### src/rtl/uart_rx_ctrl_param_if.sv
// ----------------------------------------------------------------------------
// uart_rx_ctrl_param_if
//   Bundles the serial line, per-frame configuration and receive results of
//   uart_rx_ctrl_param.
//   master : line/config driver (synchroniser side), observes results
//   slave  : the receive controller
//   RX_IN, Prescale, Par_En, Par_Typ, Stp_2          master -> slave
//   P_DATA, Data_Valid, Par_Err, Stp_Err, Brk_Det,
//   Busy                                             slave  -> master
// ----------------------------------------------------------------------------
interface uart_rx_ctrl_param_if #(
  parameter int unsigned DATA_WIDTH = 8,
  parameter int unsigned PRESCALE_W = 6
);
  logic                  RX_IN;
  logic [PRESCALE_W-1:0] Prescale;
  logic                  Par_En;
  logic                  Par_Typ;
  logic                  Stp_2;
  logic [DATA_WIDTH-1:0] P_DATA;
  logic                  Data_Valid;
  logic                  Par_Err;
  logic                  Stp_Err;
  logic                  Brk_Det;
  logic                  Busy;

  modport master (
    output RX_IN, Prescale, Par_En, Par_Typ, Stp_2,
    input  P_DATA, Data_Valid, Par_Err, Stp_Err, Brk_Det, Busy
  );

  modport slave (
    input  RX_IN, Prescale, Par_En, Par_Typ, Stp_2,
    output P_DATA, Data_Valid, Par_Err, Stp_Err, Brk_Det, Busy
  );
endinterface

### src/rtl/uart_rx_ctrl_param.sv
// ----------------------------------------------------------------------------
// uart_rx_ctrl_param
//   UART receive controller: start detection, per-bit edge counting,
//   3-sample majority vote, LSB-first deserialisation, optional even/odd
//   parity, one or two stop bits, registered result/error pulses.
//   clk, rst_n (async, active low)
//   rx_if.slave : RX_IN, Prescale, Par_En, Par_Typ, Stp_2 in;
//                 P_DATA, Data_Valid, Par_Err, Stp_Err, Brk_Det, Busy out
//   Optional: define UART_RX_BREAK_DET_EN to add line-break detection
//   (BREAK state, Brk_Det pulse); otherwise Brk_Det is tied 0.
// ----------------------------------------------------------------------------
module uart_rx_ctrl_param #(
  parameter int unsigned DATA_WIDTH = 8,
  parameter int unsigned PRESCALE_W = 6
) (
  input  logic                 clk,
  input  logic                 rst_n,
  uart_rx_ctrl_param_if.slave  rx_if
);

  typedef enum logic [2:0] {
    IDLE   = 3'd0,
    START  = 3'd1,
    DATA   = 3'd2,
    PARITY = 3'd3,
    STOP   = 3'd4
`ifdef UART_RX_BREAK_DET_EN
    ,BREAK = 3'd5
`endif
  } state_t;

  state_t                state_q, state_d;
  logic [PRESCALE_W-1:0] edge_q, edge_d;
  logic [3:0]            bit_q, bit_d;
  logic [2:0]            samp_q, samp_d;
  logic [DATA_WIDTH-1:0] shadow_q, shadow_d;
  logic                  bad_q, bad_d;
  logic [PRESCALE_W-1:0] p_q, p_d;
  logic                  par_en_q, par_en_d;
  logic                  par_typ_q, par_typ_d;
  logic                  stp2_q, stp2_d;
  logic [DATA_WIDTH-1:0] pdata_q, pdata_d;
  logic                  dv_q, dv_d;
  logic                  pe_q, pe_d;
  logic                  se_q, se_d;
  logic                  bd_q, bd_d;
  logic                  busy_q, busy_d;

  logic [PRESCALE_W-1:0] half;
  logic                  last_edge;
  logic                  is_check;
  logic                  maj;

  always_comb begin
    state_d   = state_q;
    edge_d    = edge_q;
    bit_d     = bit_q;
    samp_d    = samp_q;
    shadow_d  = shadow_q;
    bad_d     = bad_q;
    p_d       = p_q;
    par_en_d  = par_en_q;
    par_typ_d = par_typ_q;
    stp2_d    = stp2_q;
    pdata_d   = pdata_q;
    dv_d      = 1'b0;
    pe_d      = 1'b0;
    se_d      = 1'b0;
    bd_d      = 1'b0;

    half      = p_q >> 1;
    last_edge = (edge_q == p_q - PRESCALE_W'(1));
    is_check  = (edge_q == half + PRESCALE_W'(2));
    maj       = (samp_q[0] & samp_q[1]) | (samp_q[0] & samp_q[2]) |
                (samp_q[1] & samp_q[2]);

    if (state_q == START || state_q == DATA || state_q == PARITY ||
        state_q == STOP) begin
      edge_d = last_edge ? '0 : edge_q + PRESCALE_W'(1);
      if (edge_q == half - PRESCALE_W'(1)) samp_d[0] = rx_if.RX_IN;
      if (edge_q == half)                  samp_d[1] = rx_if.RX_IN;
      if (edge_q == half + PRESCALE_W'(1)) samp_d[2] = rx_if.RX_IN;
    end

    unique case (state_q)
      IDLE: begin
        if (!rx_if.RX_IN) begin
          // The detection cycle itself is edge 0 of the start bit.
          state_d   = START;
          edge_d    = PRESCALE_W'(1);
          bit_d     = '0;
          bad_d     = 1'b0;
          p_d       = (rx_if.Prescale < PRESCALE_W'(8)) ? PRESCALE_W'(8)
                      : {rx_if.Prescale[PRESCALE_W-1:1], 1'b0};
          par_en_d  = rx_if.Par_En;
          par_typ_d = rx_if.Par_Typ;
          stp2_d    = rx_if.Stp_2;
        end
      end
      START: begin
        if (is_check && maj) begin
          state_d = IDLE;
          edge_d  = '0;
        end else if (last_edge) begin
          state_d = DATA;
          bit_d   = '0;
        end
      end
      DATA: begin
        if (is_check) shadow_d = {maj, shadow_q[DATA_WIDTH-1:1]};
        if (last_edge) begin
          if (bit_q == 4'(DATA_WIDTH - 1)) begin
            bit_d   = '0;
            state_d = par_en_q ? PARITY : STOP;
          end else begin
            bit_d = bit_q + 4'd1;
          end
        end
      end
      PARITY: begin
        if (is_check && (maj != (^shadow_q ^ par_typ_q))) begin
          pe_d  = 1'b1;
          bad_d = 1'b1;
        end
        if (last_edge) begin
          state_d = STOP;
          bit_d   = '0;
        end
      end
      STOP: begin
        if (is_check && !maj) begin
          edge_d  = '0;
          state_d = IDLE;
`ifdef UART_RX_BREAK_DET_EN
          if (shadow_q == '0) begin
            bd_d    = 1'b1;
            state_d = BREAK;
          end else begin
            se_d = 1'b1;
          end
`else
          se_d = 1'b1;
`endif
        end else if (is_check && (!stp2_q || bit_q == 4'd1)) begin
          // Leave half a bit early so the next start edge is not missed.
          edge_d  = '0;
          state_d = IDLE;
          if (!bad_q) begin
            pdata_d = shadow_q;
            dv_d    = 1'b1;
          end
        end else if (last_edge) begin
          bit_d = 4'd1;
        end
      end
`ifdef UART_RX_BREAK_DET_EN
      BREAK: begin
        edge_d = '0;
        if (rx_if.RX_IN) state_d = IDLE;
      end
`endif
      default: begin
        state_d = IDLE;
        edge_d  = '0;
      end
    endcase

    busy_d = (state_d != IDLE);
  end

  always_ff @(posedge clk or negedge rst_n) begin
    if (!rst_n) begin
      state_q   <= IDLE;
      edge_q    <= '0;
      bit_q     <= '0;
      samp_q    <= '0;
      shadow_q  <= '0;
      bad_q     <= 1'b0;
      p_q       <= PRESCALE_W'(8);
      par_en_q  <= 1'b0;
      par_typ_q <= 1'b0;
      stp2_q    <= 1'b0;
      pdata_q   <= '0;
      dv_q      <= 1'b0;
      pe_q      <= 1'b0;
      se_q      <= 1'b0;
      bd_q      <= 1'b0;
      busy_q    <= 1'b0;
    end else begin
      state_q   <= state_d;
      edge_q    <= edge_d;
      bit_q     <= bit_d;
      samp_q    <= samp_d;
      shadow_q  <= shadow_d;
      bad_q     <= bad_d;
      p_q       <= p_d;
      par_en_q  <= par_en_d;
      par_typ_q <= par_typ_d;
      stp2_q    <= stp2_d;
      pdata_q   <= pdata_d;
      dv_q      <= dv_d;
      pe_q      <= pe_d;
      se_q      <= se_d;
      bd_q      <= bd_d;
      busy_q    <= busy_d;
    end
  end

  assign rx_if.P_DATA     = pdata_q;
  assign rx_if.Data_Valid = dv_q;
  assign rx_if.Par_Err    = pe_q;
  assign rx_if.Stp_Err    = se_q;
  assign rx_if.Busy       = busy_q;
`ifdef UART_RX_BREAK_DET_EN
  assign rx_if.Brk_Det    = bd_q;
`else
  assign rx_if.Brk_Det    = 1'b0;
  logic unused_bd;
  assign unused_bd = bd_q;
`endif

endmodule

### src/flat_wrapper.sv
// flat-port wrapper written by rule: the top's interface ports become plain ports
module uart_rx_ctrl_param_flat 
#(
  parameter int unsigned DATA_WIDTH = 8,
  parameter int unsigned PRESCALE_W = 6
)
  (clk, rst_n, rx_if_RX_IN, rx_if_Prescale, rx_if_Par_En, rx_if_Par_Typ, rx_if_Stp_2, rx_if_P_DATA, rx_if_Data_Valid, rx_if_Par_Err, rx_if_Stp_Err, rx_if_Brk_Det, rx_if_Busy);
  uart_rx_ctrl_param_if #(.DATA_WIDTH(DATA_WIDTH), .PRESCALE_W(PRESCALE_W)) rx_if_i ();
  input  logic clk;
  input  logic rst_n;
  input wire logic [$bits(rx_if_i.RX_IN)-1:0] rx_if_RX_IN;
  input wire logic [$bits(rx_if_i.Prescale)-1:0] rx_if_Prescale;
  input wire logic [$bits(rx_if_i.Par_En)-1:0] rx_if_Par_En;
  input wire logic [$bits(rx_if_i.Par_Typ)-1:0] rx_if_Par_Typ;
  input wire logic [$bits(rx_if_i.Stp_2)-1:0] rx_if_Stp_2;
  output wire logic [$bits(rx_if_i.P_DATA)-1:0] rx_if_P_DATA;
  output wire logic [$bits(rx_if_i.Data_Valid)-1:0] rx_if_Data_Valid;
  output wire logic [$bits(rx_if_i.Par_Err)-1:0] rx_if_Par_Err;
  output wire logic [$bits(rx_if_i.Stp_Err)-1:0] rx_if_Stp_Err;
  output wire logic [$bits(rx_if_i.Brk_Det)-1:0] rx_if_Brk_Det;
  output wire logic [$bits(rx_if_i.Busy)-1:0] rx_if_Busy;
  assign rx_if_i.RX_IN = rx_if_RX_IN;
  assign rx_if_i.Prescale = rx_if_Prescale;
  assign rx_if_i.Par_En = rx_if_Par_En;
  assign rx_if_i.Par_Typ = rx_if_Par_Typ;
  assign rx_if_i.Stp_2 = rx_if_Stp_2;
  assign rx_if_P_DATA = rx_if_i.P_DATA;
  assign rx_if_Data_Valid = rx_if_i.Data_Valid;
  assign rx_if_Par_Err = rx_if_i.Par_Err;
  assign rx_if_Stp_Err = rx_if_i.Stp_Err;
  assign rx_if_Brk_Det = rx_if_i.Brk_Det;
  assign rx_if_Busy = rx_if_i.Busy;
  uart_rx_ctrl_param #(.DATA_WIDTH(DATA_WIDTH), .PRESCALE_W(PRESCALE_W)) u_core (.clk(clk), .rst_n(rst_n), .rx_if(rx_if_i));
endmodule
### config.mk
export PLATFORM = sky130hd
export DESIGN_NAME = uart_rx_ctrl_param_flat
export DESIGN_NICKNAME = d
export VERILOG_FILES = /design/src/rtl/uart_rx_ctrl_param_if.sv /design/src/rtl/uart_rx_ctrl_param.sv /design/src/flat_wrapper.sv
export SDC_FILE = /design/constraint.sdc
export NUM_CORES = 1
export LEC_CHECK = 0
export ABC_AREA = 1
export BUFFER_PORTS_ARGS = -buffer_cell sky130_fd_sc_hd__buf_2
export CAP_MARGIN = 20
export CORE_MARGIN = 2
export CORE_UTILIZATION = 55
export DETAILED_ROUTE_END_ITERATION = 10
export GPL_ROUTABILITY_DRIVEN = 0
export PLACE_DENSITY = 0.74
export REMOVE_ABC_BUFFERS = 1
export SLEW_MARGIN = 40
export SYNTH_ARGS = -nofsm -noshare
export SYNTH_HDL_FRONTEND = slang
export SYNTH_SLANG_ARGS = --single-unit
### constraint.sdc
create_clock -name clk -period 2.77 [get_ports clk]
set_clock_uncertainty 0.15 [all_clocks]
set_input_delay 0.277 -clock clk [delete_from_list [all_inputs] [get_ports clk]]
set_output_delay 0.277 -clock clk [all_outputs]
set_load 0.02 [all_outputs]
==> impl_metrics.toml <==
[synth]
ys_warn_count = 0
synth-seq-area-share_pct = 38.9
ys_seq_elements = 45
syn_inst = 400
synth.avg_cell_area_sq_um = 7.25
synth_cell_type_count = 33
synth_area_sq_um = 2900

[placement]
placed_cell_area_sq_um = 3050
port_buffers = 22
hpwl_um = 4460
dp_slack_ns = 0.330

[layout]
final_net_count = 443
drive_gt1_share_pct = 14.6
finalInstanceArea_sq_um = 3150
area_growth_pct = 8.76
antenna_cells_inserted = 0
layout_common_cells = "123 x nand2_1, 51 x inv_1, 44 x dfrtp_1, 36 x nand3_1, 31 x nor2_1"
final_common_cell = "nand2_1"

[clock_network]
clk_pin_slew_ns = 0.09
tritoncts = "built"
cts_setup_buffers = 0
cts_root_buffer = "clkbuf_8"
cts.sinks = 45
clk_path_buf_depth = 2
cts_inserted_buffers = 5
insertion_delay_ns = 0.30
h-tree-depth = 2

[worst_setup_path]
cp-start-kind = "flip-flop"
critical_path_required_ns = 2.82
crit_chain = "inv_2 > ha_1 > xor2_1 > nor2_4 > nand2_1 > nor2_4 > nand2_1 > nand3_1 > o21ai_0 > nor2_1 > nand2_1"
r2r_slack_ns = 0.32
cp.arrival_ns = 2.50
path_max_fanout = 8
endpoint_kind = "flip-flop"
max_stage_delay_ns = 0.64
slowest_stage = "dfstp_2"
path_class = "flip-flop to flip-flop"
path_common_cell = "nand2_1"

[sta]
fin_hold_ws_ns = 0.0205
fin_ws_ns = 0.320
slew-limit-headroom_pct = 62.6
fmax_mhz = 408
final-hold-violation-count = 0
worstMarginPinSlew_ns = 0.561
finalMaxSlewViolations = 0
fin_crit_sh_pct = 88.5
setup-tns-final_ns = 0
min_period_ns = 2.45
setup_viol = 0
rsz0062_at_grt = "false"

[floorplanning]
placementRows = 26
core-area_sq_um = 5110
die-area_sq_um = 5870
fp.dieW_um = 76.6
ios = 25
dieHeight_um = 76.6
start_util_pct = 56.8

[global_routing]
busiest_layer = "met2"
grt_overflow_total = 0
grt_usage_pct = 21.4
met3_usage_pct = 4.38
grt_pass1_vias = 2283
grt_max_degree = 46
grt_use_met2_pct = 35.8
grt.met1_usage_pct = 28.5
grt_pass1_wl_um = 10200
antenna_found_initial = 0

[outcome]
status = "finished, final reports clean"

[route]
wire_per_inst_um = 12.0
route.detailed.drc = 0
dr.pass1.iters = 4
dr_total_vias = 2496
via_per_inst = 5.05
antenna_left = 0
drt-total-wl_um = 5930
first_iter_violations = 149

[pwr]
peakVddDrop_uv = 505
leakagePower_nw = 1.66
powerDensity_nw_per_um2 = 945

[run]
drv_cap = 0

[hold_path]
worstHoldPathType = "input pin to flip-flop"
[worst max-delay path: cells and delay by family (launching register included)]
kind / cells / cell delay [ns]
and+or+nand+nor: 7 / 0.82
DFF: 1 / 0.64
adders and majority gates: 1 / 0.30
xor gates and xnor gates: 1 / 0.19
AOI/OAI and AO/OA: 1 / 0.14
buffers and inverters: 1 / 0.10
[cell usage after synthesis, drive strengths merged]
cell,instances,area (sq um)
nand2,132,523
inv,57,219
dfrtp,44,1100
nand3,38,200
nor2,34,145
o21ai,28,166
xor2,20,175
ha,8,100
buf,7,56.3
nor3,6,30.0
a21oi,4,20.0
xnor2,4,35.0
a31oi,3,18.8
nand4,3,18.8
o31ai,3,22.5
clkbuf,2,8.75
nor4,2,12.5
or2,2,12.5
clkinv,1,3.75
conb,1,3.75
dfstp,1,26.3
[what timing repair did]
action,CTS,global route
hold buffers,1,0
hold endpoints to repair,44,0
gates resized for setup,0,0
[path summary, 6_finish.rpt]
path                                                         start  depth (start not counted)                            endpoint
worst max-delay path                     u_core.p_q[3]$_DFFE_PN1P_                         11         u_core.rx_if.Busy$_DFF_PN0_
worst min-delay path                                   rx_if_Stp_2                          3           u_core.stp2_q$_DFFE_PN0P_
worst max register to register           u_core.p_q[3]$_DFFE_PN1P_                         11         u_core.rx_if.Busy$_DFF_PN0_
worst min register to register  u_core.rx_if.P_DATA[6]$_DFFE_PN0P_                          2  u_core.rx_if.P_DATA[6]$_DFFE_PN0P_
max in group asynchronous                                    rst_n                          2           u_core.p_q[3]$_DFFE_PN1P_
min in group asynchronous                                    rst_n                          2          u_core.edge_q[4]$_DFF_PN0_
[power breakdown]
group | internal (mW) | total (mW) | leakage [nW] | switching (mW)
Sequential | 0.819 | 1.01 | 0.595 | 0.195
Clock | 0.182 | 0.427 | 0.0447 | 0.245
Combinational | 0.549 | 1.54 | 1.02 | 0.990
[state kept, by name (all words and copies together) (netlist names), 3 cells and up]
name	cells
u_core.bit_q	4
u_core.edge_q	6
u_core.p_q	5
u_core.rx_if.P_DATA	8
u_core.samp_q	3
u_core.shadow_q	8
u_core.state_q	3
[per-stage QoR]
step	power [mW]	std cells	util, %
floorplan	2.20	391	-
global placement	2.51	485	59.7
detailed placement	2.54	485	59.7
CTS	2.99	494	61.7
global route	3.27	494	61.7
finish	2.98	494	61.7
[final cells by class]
| cell class | count | area (sq um) |
|---|---|---|
| Tap cell | 70 | 87.6 |
| Inverter | 58 | 223 |
| Fill cell | 480 | 1950 |
| Timing Repair Buffer | 25 | 138 |
| Clock inverter | 3 | 25.0 |
| Clock buffer | 5 | 68.8 |
| Multi-Input combinational cell | 288 | 1480 |
| Sequential cell | 45 | 1130 |
[cell families after synthesis]
family | count (synthesis) | synth area share (%)
compound gates | 38 | 7.86
xor+xnor | 24 | 7.25
fa+ha+maj | 8 | 3.45
buf+inv | 67 | 9.93
flops | 45 | 38.9
other cells | 1 | 0.129
simple gates | 217 | 32.5
[per-layer routing]
layer / up-vias / part of all wire, % / wire length [um]
li1: 1291 / - / -
met1: 1153 / 47 / 2790
met2: 47 / 49 / 2880
met3: 5 / 3.7 / 219
met4: 0 / 0.61 / 36
met5: - / 0 / 0
(Power assumes the default switching activity.)
